**src/rtl/regfile_scoreboard.sv**
```systemverilog
// Register file with two combinational read ports, one synchronous write port and R0 tied to zero.
// A per-register busy scoreboard tracks pending writes between issue and writeback for the stall logic.
module regfile_scoreboard #(
    parameter int DATA_W     = 16,
    parameter int ADDR_W     = 3,
    parameter int BYPASS     = 1,
    parameter int INIT_INDEX = 1
) (
    input  logic              clk,
    input  logic              rst,
    input  logic              RegWrite,
    input  logic [ADDR_W-1:0] write_register,
    input  logic [DATA_W-1:0] write_data,
    input  logic [ADDR_W-1:0] read_register_1,
    output logic [DATA_W-1:0] read_data_1,
    input  logic [ADDR_W-1:0] read_register_2,
    output logic [DATA_W-1:0] read_data_2,
    input  logic              issue_valid,
    input  logic [ADDR_W-1:0] issue_register,
    output logic              busy_1,
    output logic              busy_2,
    output logic              wr_zero_err
);

    localparam int NREGS   = 1 << ADDR_W;
    localparam bit BYP_EN  = (BYPASS != 0);
    localparam bit INIT_EN = (INIT_INDEX != 0);

    logic [DATA_W-1:0] regs_q [NREGS];
    logic [DATA_W-1:0] regs_d [NREGS];
    logic [NREGS-1:0]  busy_q;
    logic [NREGS-1:0]  busy_d;
    logic              wr_zero_err_q;
    logic              wr_zero_err_d;

    logic wr_nonzero;
    logic wr_hit_1;
    logic wr_hit_2;

    assign wr_nonzero = RegWrite && (write_register != '0);
    assign wr_hit_1   = wr_nonzero && (write_register == read_register_1);
    assign wr_hit_2   = wr_nonzero && (write_register == read_register_2);

    // Writeback clears first so that a same-cycle issue to the same register leaves it busy.
    always_comb begin
        regs_d        = regs_q;
        busy_d        = busy_q;
        wr_zero_err_d = RegWrite && (write_register == '0);
        if (wr_nonzero) begin
            regs_d[write_register] = write_data;
        end
        if (RegWrite) begin
            busy_d[write_register] = 1'b0;
        end
        if (issue_valid && (issue_register != '0)) begin
            busy_d[issue_register] = 1'b1;
        end
        busy_d[0] = 1'b0;
    end

    always_ff @(posedge clk) begin
        if (rst) begin
            for (int i = 0; i < NREGS; i++) begin
                regs_q[i] <= INIT_EN ? DATA_W'(i) : '0;
            end
            busy_q        <= '0;
            wr_zero_err_q <= 1'b0;
        end else begin
            for (int i = 0; i < NREGS; i++) begin
                regs_q[i] <= regs_d[i];
            end
            busy_q        <= busy_d;
            wr_zero_err_q <= wr_zero_err_d;
        end
    end

    always_comb begin
        read_data_1 = '0;
        busy_1      = 1'b0;
        if (read_register_1 != '0) begin
            read_data_1 = (BYP_EN && wr_hit_1) ? write_data : regs_q[read_register_1];
            busy_1      = busy_q[read_register_1] && !(BYP_EN && wr_hit_1);
        end
    end

    always_comb begin
        read_data_2 = '0;
        busy_2      = 1'b0;
        if (read_register_2 != '0) begin
            read_data_2 = (BYP_EN && wr_hit_2) ? write_data : regs_q[read_register_2];
            busy_2      = busy_q[read_register_2] && !(BYP_EN && wr_hit_2);
        end
    end

    assign wr_zero_err = wr_zero_err_q;

endmodule

```
**config.mk**
```make
export PLATFORM = sky130hd
export DESIGN_NAME = regfile_scoreboard
export DESIGN_NICKNAME = d
export VERILOG_FILES = /design/src/rtl/regfile_scoreboard.sv
export SDC_FILE = /design/constraint.sdc
export NUM_CORES = 1
export LEC_CHECK = 0
export CORE_MARGIN = 4
export CORE_UTILIZATION = 34
export DETAILED_ROUTE_END_ITERATION = 10
export PLACE_DENSITY = 0.56
export SLEW_MARGIN = 5
export SYNTH_ARGS = -nofsm -noshare
export SYNTH_HDL_FRONTEND = slang
export SYNTH_SLANG_ARGS = --single-unit
```
**constraint.sdc**
```tcl
create_clock -name clk -period 1.5 [get_ports clk]
set_clock_uncertainty 0.1 [all_clocks]
set_input_delay 0.15 -clock clk [delete_from_list [all_inputs] [get_ports clk]]
set_output_delay 0.15 -clock clk [all_outputs]
set_load 0.01 [all_outputs]
```
==> qor.txt, run 1 <==
status = finished with violations
gpl congestion = 0.840
Slew @ Worst Pin = 0.519 ns
maxcap violations = 0
most frequent cell after synthesis = nand2_1
synthesized area = 0.00757 mm^2
CP cell instances = mux4_2, mux2i_1, nand3_1, o211a_1, buf_2
Post-synth top cells = 233 x nand2_1, 136 x dfxtp_1, 101 x a21oi_1, 66 x mux4_2, 43 x clkbuf_1
filler cell count = 2065
FF-to-FF setup slack = 0.61 ns
Power Total = 9.42 mW
Clk Latency, worst-skew pair = 0.42 ns
clk buf depth = 2
VDD IR-drop max = 710 uV
Final #Nets = 980
die area = 0.0247 mm^2
DRT Pass-1 Iters = 5
CTS Buf Count = 17
required time of the critical path = 1.25 ns
Routed WL = 25700 um
Via density = 5.44
First DRT Iteration DRCs = 493
Die Y-Extent = 157 um
share of the synthesized area in the top cell type = 0.360
YS warnings = 0
P_sw = 2.44 mW
Starting Density = 0.346
sequential share of the synthesized area = 0.360
Yosys reg bits = 136
wire per inst = 20.8 um
Max-Slew Margin vs Limit = 0.654
LEAKAGE = 4.21 nW
Area growth syn-to-layout = 34.1%
CTS tree = done
Worst EP arrival = 1.81 ns
All-Layer GR Usage = 0.209
final period utilization = 1.37
critical-path maximum fanout = 3
crit path time final = 2.06 ns
Inst Count DP = 1184
Core Box Area = 0.0219 mm^2
average footprint of a synthesized cell = 9.40 um^2
initial antenna violation count = 0
slowest cell delay on critical path = 0.47 ns
Rows = 54
unrepaired setup endpoints after global routing = true
failing checks = negative setup slack
Root Buffer = clkbuf_16
total gr overflow = 0
post-synthesis cell count = 805
largest cells by area after synthesis = dfxtp_1 36%, mux4_2 20%, nand2_1 12%, a21oi_1 6.7%, mux2i_1 4.5%
Worst Path Buf+Inv = 1
post-route ant nets = 0
Syn Nets = 837
leading area contributor after synthesis = dfxtp_1
WHS = 0.0870 ns
Logic pwr share = 0.154
final max-slew violation count = 0
Post-synth EDFFs = 0
DRC = 0
Clock transition at path regs = 0.06 ns
Top-Level Pins = 67
Seq pwr share = 0.398
Hold Vio Cnt, Final = 0
Cell Pwr Density = 928 mW/mm^2
switch share = 0.259
CTS Sinks = 136
antenna cells = 0
Die X = 157 um
critical path type = flip-flop to output pin
Post-synth ARST share = 0
Crit path max-delay family = multiplexers
final cell count without fillers = 1240
hpwl dp = 17400 um
Synth cell types = 34
share of cells above drive strength 1 = 0.374
port buffer count = 66
Clock Power Share = 0.448
worst setup margin = -0.559 ns
first-pass GRT wire length = 38800 um
worst hold path class = input port to flip-flop
pre-CTS WS = -1.07 ns
f_max = 486 MHz
via count = 6747
main flop type after synthesis = dfxtp_1
vias in the first global route = 6556
Final setup viols = 34
Startpoint Class = flip-flop
H-tree lvl count = 4
multi-input logic area = 0.00448 mm^2
largest net degree at the start of global routing = 41
Worst Setup End Kind = output pin
Pint = 6.98 mW
Slowest cell on crit path = mux4_2
area taken by flip-flops and latches = 0.00279 mm^2
cell families after synthesis:
group / share of synthesized area
compound gates: 0.123
flops: 0.360
xor+xnor: 0.00959
mux: 0.244
buf+inv: 0.0598
simple gates: 0.204
cells in the final DEF, fill, tap and decap left out, drive strengths merged, types with 3 or more instances in the layout:
cell           count
and2               7
mux4              66
nor2              13
xnor2              4
a32oi              4
clkdlybuf4s50     20
dfxtp            136
clkinv             3
nand2            233
nand3             35
nor2b             22
or3                3
clkbuf            20
nand3b            12
nand2b             3
a21oi            101
clkinvlp           6
nand4              4
mux2i             34
dlygate4sd2        5
buf              178
o211a             32
path summary, 6_finish.rpt:
check                           startpoint        endpoint  cells past startpoint
worst min register to register  regs_q[14]      regs_q[14]                      2
worst max register to register   busy_q[2]       busy_q[2]                      3
worst max-delay path            regs_q[21]  read_data_1[5]                      5
worst min-delay path                   rst     regs_q[119]                      2
repair_timing:
action,4_1_cts,5_1_grt
setup buffers,22,1
gates cloned,3,0
hold buffers,0,0
endpoints found under the hold margin,0,0
setup endpoints to repair,113,34
pin swaps,34,22
gates resized for setup,210,27
per-layer routing:
layer | vias up | routed length [um] | track usage
met5 | - | 0 | 0
met1 | 3300 | 10800 | 0.269
met4 | 0 | 732 | 0.0815
met2 | 239 | 12600 | 0.344
li1 | 3152 | - | -
met3 | 56 | 1600 | 0.0434
stage by stage:
stage               utilization  instance area, um^2  TNS, ns
detailed placement        0.425                 9300   -89.90
finish                    0.464                10200   -16.76
global route              0.464                10200   -18.72
floorplan                     -                 7640    -2.21
global placement          0.425                 9300   -85.05
CTS                       0.460                10100   -17.36
worst register-to-register path: stages (launching register included):
cell,delay [ns]
dfxtp_2,0.32
buf_4,0.13
a32oi_1,0.15
nor2_1,0.06
power by group through the flow:
stage	Clock (mW)	Combinational, mW	Sequential (mW)
3_5_place_dp	0	1.43	3.82
5_1_grt	4.42	1.54	3.75
6_report	4.22	1.45	3.74
2_1_floorplan	0	0.794	3.80
4_1_cts	4.25	1.44	3.74
3_3_place_gp	0	1.43	3.81
sequential cells by signal, indices dropped and copies added, names as in the netlist:
signal	cells
wr_zero_err	1
busy_q	7
regs_q	128
cell type report:
| class | count | area share |
|---|---|---|
| clock buffers | 20 | 0.0460 |
| clock inverters | 11 | 0.0122 |
| multi-input cells | 588 | 0.441 |
| flip-flops and latches | 136 | 0.274 |
| well taps | 280 | 0.0345 |
| repair buffers | 205 | 0.192 |
Note: power is estimated with default switching activity, not from simulation.
==> run 2, diff against run 1 <==
--- a/config.mk
+++ b/config.mk
@@ -9,5 +9,5 @@
 export CORE_UTILIZATION = 34
 export DETAILED_ROUTE_END_ITERATION = 10
-export PLACE_DENSITY = 0.56
+export PLACE_DENSITY = 0.6
 export SLEW_MARGIN = 5
 export SYNTH_ARGS = -nofsm -noshare
==> constraint.sdc (replaced) <==
create_clock -name clk -period 1.5 [get_ports clk]
set_clock_uncertainty 0.1 [all_clocks]
set_input_delay 0.15 -clock clk [delete_from_list [all_inputs] [get_ports clk]]
set_output_delay 0.15 -clock clk [all_outputs]
set_load 0.1 [all_outputs]
==> run 2 against run 1 <==
  * The run still ends with negative setup slack left
  * Critical path depth increased by 1
  * Cell area increased by 5.9%
  * Fmax decreased by 5.2%
  * Critical endpoint is now read_data_1[15]
  * Clock power about the same
  * Count of clock-buffer cells in the layout increased by 5
  * Combinational power increased by 49%
  * Register-to-register slack about the same
  * Largest cell class unchanged
  * Global-route usage decreased by 0.081 points
  * Largest power group unchanged
  * Final cell count decreased by 1.7%
==> qor.txt, run 2 (synthesized netlist as in run 1, its figures left out) <==
CTS tree = done
post-route ant nets = 0 (unchanged)
Clock Power Share = 0.415 (-0.033)
Die Y-Extent = 157 um (unchanged)
Worst Setup End Kind = output pin
status = finished with violations
Crit path max-delay family = multiplexers
Final setup viols = 34 (unchanged)
gpl congestion = 0.859 (+2.3%)
slowest cell delay on critical path = 0.46 ns (about the same)
initial antenna violation count = 0 (unchanged)
FF-to-FF setup slack = 0.62 ns (about the same)
final period utilization = 1.45 (+0.0750)
wire per inst = 20.8 um (+0.13%)
antenna cells = 0 (unchanged)
via count = 6721 (-0.39%)
Largest Register = regs_q
Worst EP arrival = 1.92 ns (+0.11 ns)
CP cell instances = buf_6, mux4_2, mux2i_1, nand3_1, o211a_4, buf_12
VDD IR-drop max = 758 uV (+6.7%)
hold path depth = 3 (+1)
worst setup margin = -0.671 ns (-0.112 ns)
commonest non-fill, non-tap cell in the layout = nand2_1
Hold Crit Start = issue_register[0]
pre-CTS WS = -0.848 ns (+0.224 ns)
CTS Buf Count = 17 (unchanged)
Die X = 157 um (unchanged)
final max-slew violation count = 0 (unchanged)
hold path endpoint = busy_q[7]
critical path type = flip-flop to output pin
total gr overflow = 0 (unchanged)
Max-Slew Margin vs Limit = 0.764 (+0.110)
Rows = 54 (unchanged)
Worst R2R Path Depth = 3 (unchanged)
Via density = 5.51 (+1.3%)
LEAKAGE = 4.04 nW (-4.0%)
f_max = 461 MHz (-5.2%)
CTS Sinks = 136 (unchanged)
Core Box Area = 0.0219 mm^2 (unchanged)
First DRT Iteration DRCs = 520 (+5.5%)
port buffer count = 66 (unchanged)
largest net degree at the start of global routing = 46 (+12%)
maxcap violations = 0 (unchanged)
clk buf depth = 2 (unchanged)
Starting Density = 0.346 (unchanged)
WHS = 0.324 ns (+0.237 ns)
vias in the first global route = 6701 (+2.2%)
worst hold path class = input port to flip-flop
Area after DPL = 0.00979 mm^2 (+5.2%)
switch share = 0.284 (+0.0246)
Clk Latency, worst-skew pair = 0.42 ns (about the same)
Seq pwr share = 0.371 (-0.027)
H-tree lvl count = 4 (unchanged)
Final #Nets = 958 (-2.2%)
unrepaired setup endpoints after global routing = true
Hold Vio Cnt, Final = 0 (unchanged)
reg-to-reg critical path endpoint = busy_q[4]
P_sw = 2.87 mW (+17%)
final setup TNS = -20.27 ns (-3.50 ns)
Cell Pwr Density = 940 mW/mm^2 (+1.3%)
failing checks = negative setup slack
Reg-to-Reg Start = busy_q[4]
hpwl dp = 17900 um (+2.8%)
All-Layer GR Usage = 0.208 (-0.000815)
Root Buffer = clkbuf_16
max reg flops = 128 (unchanged)
share of cells above drive strength 1 = 0.405 (+0.0307)
die area = 0.0247 mm^2 (unchanged)
Power Total = 10.1 mW (+7.3%)
crit path time final = 2.17 ns (+0.112 ns)
Area growth syn-to-layout = 42.0%
post-route cell area = 0.0107 mm^2 (+5.9%)
Routed WL = 25300 um (-1.6%)
filler cell count = 1954 (-5.4%)
DRC = 0 (unchanged)
Top-Level Pins = 67 (unchanged)
Clock transition at path regs = 0.06 ns (about the same)
Slew @ Worst Pin = 0.352 ns (-0.167 ns)
most frequent cells in the layout = 231 x nand2_1, 101 x a21oi_1, 94 x dfxtp_1
required time of the critical path = 1.25 ns (about the same)
Worst Path Buf+Inv = 2 (+1)
first-pass GRT wire length = 38700 um (-0.41%)
Startpoint Class = flip-flop
critical-path maximum fanout = 2 (-1)
Slowest cell on crit path = mux4_2
Pint = 7.24 mW (+3.7%)
Logic pwr share = 0.214 (+0.060)
DRT Pass-1 Iters = 5 (unchanged)
-- run 2: worst max-delay path by stage --
stage / startpoint / to / slack (ns) / cells past startpoint
3_3_place_gp: read_register_1[0] / busy_1 / -0.87 / 7
6_report: regs_q[15] / read_data_1[15] / -0.67 / 6
2_1_floorplan: write_register[1] / read_data_1[10] / -0.25 / 7
5_1_grt: regs_q[14] / read_data_1[14] / -0.74 / 5
3_5_place_dp: read_register_1[0] / busy_1 / -0.85 / 7
4_1_cts: regs_q[6] / read_data_1[6] / -0.72 / 5
-- run 2: stage by stage --
step                 util  std cells
finish              0.491       1219
global route        0.491       1219
CTS                 0.485       1217
detailed placement  0.447       1184
global placement    0.447       1184
floorplan               -        805
-- run 2: routing by layer --
layer  vias to the layer above  GRT usage  wire [um]
li1                       3102          -          -
met1                      3320      0.268      10600
met2                       250      0.331      12000
met3                        49     0.0536       1860
met4                         0     0.0873        879
met5                         -          0          0
-- run 2: power by group through the flow --
| stage | registers (mW) | logic (mW) | clock network (mW) |
|---|---|---|---|
| floorplan | 3.80 | 1.34 | 0 |
| global placement | 3.81 | 2.08 | 0 |
| detailed placement | 3.82 | 2.08 | 0 |
| CTS | 3.74 | 2.14 | 4.25 |
| global route | 3.75 | 2.25 | 4.42 |
| finish | 3.75 | 2.16 | 4.20 |
-- run 2: final cells by class --
class | count | area (um^2) | area share
Sequential cell | 136 | 2780 | 0.258
Multi-Input combinational cell | 586 | 4890 | 0.455
Timing Repair Buffer | 185 | 2150 | 0.200
Tap cell | 280 | 350 | 0.0326
Clock buffer | 25 | 495 | 0.0461
Clock inverter | 7 | 91.3 | 0.00850
-- run 2: timing repair --
item / in CTS / in global routing
setup buffers: 0 / 2
gates resized for setup: 77 / 33
setup endpoints to repair: 124 / 36
hold endpoints to repair: 7 / 0
pin swaps: 22 / 6
hold buffers: 1 / 0
-- run 2: worst reg2reg max path, stage by stage (launching register included) --
cell and delay (ns):
dfxtp_1 0.31, buf_4 0.13, a22oi_1 0.17, nor2_1 0.05
==> run 3, diff against run 2 <==
Settings changed: CORE_MARGIN 4 to default, CTS_BUF_LIST from default to sky130_fd_sc_hd__clkbuf_8.
==> run 3 against run 2 <==
  * The flow still finishes with violations (negative setup slack)
  * Critical path type unchanged
  * Wire length fell by 1.4%
  * Fmax shrank 4.0%
  * Cell area fell by 1.6%
  * Critical path depth unchanged
  * Worst setup slack got worse by 0.090 ns
  * Sequential cell count is the same
  * Final cell count up 0.49%
  * Largest cell class unchanged
  * Critical endpoint is now read_data_2[7]
  * Hold slack worse by 0.032 ns
  * First-iteration DRC count rose by 20%
  * Combinational power barely moved
  * Sequential share of layout area rose by 0.38 points
  * Global-route usage increased by 2.1 points
==> qor.txt, run 3 (synthesized netlist as in run 1, its figures left out) <==
worst hold path class = input port to flip-flop
Area growth syn-to-layout = 39.6%
Final #Nets = 964 (+0.63%)
Startpoint Class = flip-flop
wire per inst = 20.4 um (-1.9%)
All-Layer GR Usage = 0.228 (+0.0208)
final max-slew violation count = 0 (unchanged)
Die X = 151 um (-3.8%)
share of cells above drive strength 1 = 0.384 (-0.0206)
gpl congestion = 0.810 (-5.7%)
Root Buffer = clkbuf_8
Final setup viols = 34 (unchanged)
worst setup margin = -0.761 ns (-0.0902 ns)
largest net degree at the start of global routing = 58 (+26%)
antenna cells = 0 (unchanged)
failing checks = negative setup slack
maxcap violations = 0 (unchanged)
max reg flops = 128 (unchanged)
Worst Setup End Kind = output pin
post-route cell area = 0.0106 mm^2 (-1.6%)
Hold Vio Cnt, Final = 0 (unchanged)
WHS = 0.292 ns (-0.0324 ns)
Slew @ Worst Pin = 0.325 ns (-0.0273 ns)
Top-Level Pins = 67 (unchanged)
Routed WL = 25000 um (-1.4%)
Area after DPL = 0.00992 mm^2 (+1.4%)
VDD IR-drop max = 464 uV (-39%)
First DRT Iteration DRCs = 623 (+20%)
critical path type = flip-flop to output pin
Max-Slew Margin vs Limit = 0.783 (+0.0183)
port buffer count = 66 (unchanged)
Rows = 54 (unchanged)
critical-path maximum fanout = 2 (unchanged)
LEAKAGE = 3.98 nW (-1.5%)
Cell Pwr Density = 881 mW/mm^2 (-6.2%)
hpwl dp = 17800 um (-0.60%)
Via density = 5.48 (-0.62%)
FF-to-FF setup slack = 0.62 ns (about the same)
via count = 6712 (-0.13%)
most frequent cells in the layout = 233 x nand2_1, 101 x a21oi_1, 98 x dfxtp_1
Starting Density = 0.347 (+0.00107)
die area = 0.0229 mm^2 (-7.5%)
DRT Pass-1 Iters = 4 (-1)
Largest Register = regs_q
Clk Latency, worst-skew pair = 0.44 ns (+0.02 ns)
Worst EP arrival = 2.01 ns (+0.09 ns)
H-tree lvl count = 4 (unchanged)
Clock transition at path regs = 0.08 ns (+0.02 ns)
CTS tree = done
status = finished with violations
CTS Sinks = 136 (unchanged)
Core Box Area = 0.0218 mm^2 (-0.31%)
filler cell count = 1983 (+1.5%)
unrepaired setup endpoints after global routing = true
initial antenna violation count = 0 (unchanged)
commonest non-fill, non-tap cell in the layout = nand2_1
post-route ant nets = 0 (unchanged)
f_max = 442 MHz (-4.0%)
vias in the first global route = 6700 (-0.015%)
clk buf depth = 2 (unchanged)
first-pass GRT wire length = 38200 um (-1.2%)
final setup TNS = -21.44 ns (-1.17 ns)
total gr overflow = 0 (unchanged)
crit path time final = 2.26 ns (+0.0902 ns)
Power Total = 9.32 mW (-7.8%)
Die Y-Extent = 151 um (-3.8%)
CTS Buf Count = 17 (unchanged)
final period utilization = 1.51 (+0.0601)
required time of the critical path = 1.25 ns (about the same)
DRC = 0 (unchanged)
==> run 3: routing by layer <==
| layer | GRT usage | vias up | part of all wire |
|---|---|---|---|
| li1 | - | 3105 | - |
| met1 | 0.295 | 3283 | 0.42 |
| met2 | 0.378 | 282 | 0.48 |
| met3 | 0.0458 | 42 | 0.069 |
| met4 | 0.0790 | 0 | 0.027 |
| met5 | 0 | - | 0 |
==> run 3: layout make-up <==
cell class | count | area (um^2) | area share
Timing Repair Buffer | 191 | 2260 | 0.214
Clock buffer | 20 | 275 | 0.0260
Multi-Input combinational cell | 586 | 4740 | 0.448
Sequential cell | 136 | 2770 | 0.262
Clock inverter | 12 | 175 | 0.0166
Tap cell | 280 | 350 | 0.0331
==> run 3: report_power, final <==
group          leakage (nW)  switching [mW]  internal, mW
logic                  2.63            1.22         0.924
registers              1.12          0.0514          3.69
clock network         0.232            1.49          1.94
total                  3.98            2.77          6.55
==> run 3: worst max-delay path, cell delays in order, from the launching register on <==
cell and delay, ns:
dfxtp_1 0.32, buf_4 0.13, mux4_2 0.48, mux2i_1 0.17, nand3_1 0.11, o211a_4 0.18
buf_12 0.17
==> run 3: final timing paths <==
| path | from | end | depth (start not counted) |
|---|---|---|---|
| worst max-delay path | regs_q[23] | read_data_2[7] | 6 |
| worst min-delay path | write_register[2] | wr_zero_err | 4 |
| worst max register to register | busy_q[4] | busy_q[4] | 3 |
| worst min register to register | regs_q[89] | regs_q[89] | 2 |
==> run 3: what timing repair did <==
action                                 CTS  global route
pin swaps                               26             5
resized for setup                       54            21
hold buffers                             1             0
endpoints found under the hold margin   21             0
setup endpoints to repair               59            34
setup buffers                            2             0
==> run 3: metrics by stage <==
step	setup slack [ns]	utilization	instances
2_1_floorplan	-0.250	-	805
3_3_place_gp	-0.795	0.454	1190
3_5_place_dp	-0.774	0.454	1190
4_1_cts	-0.764	0.482	1225
5_1_grt	-0.818	0.484	1225
6_report	-0.761	0.484	1225
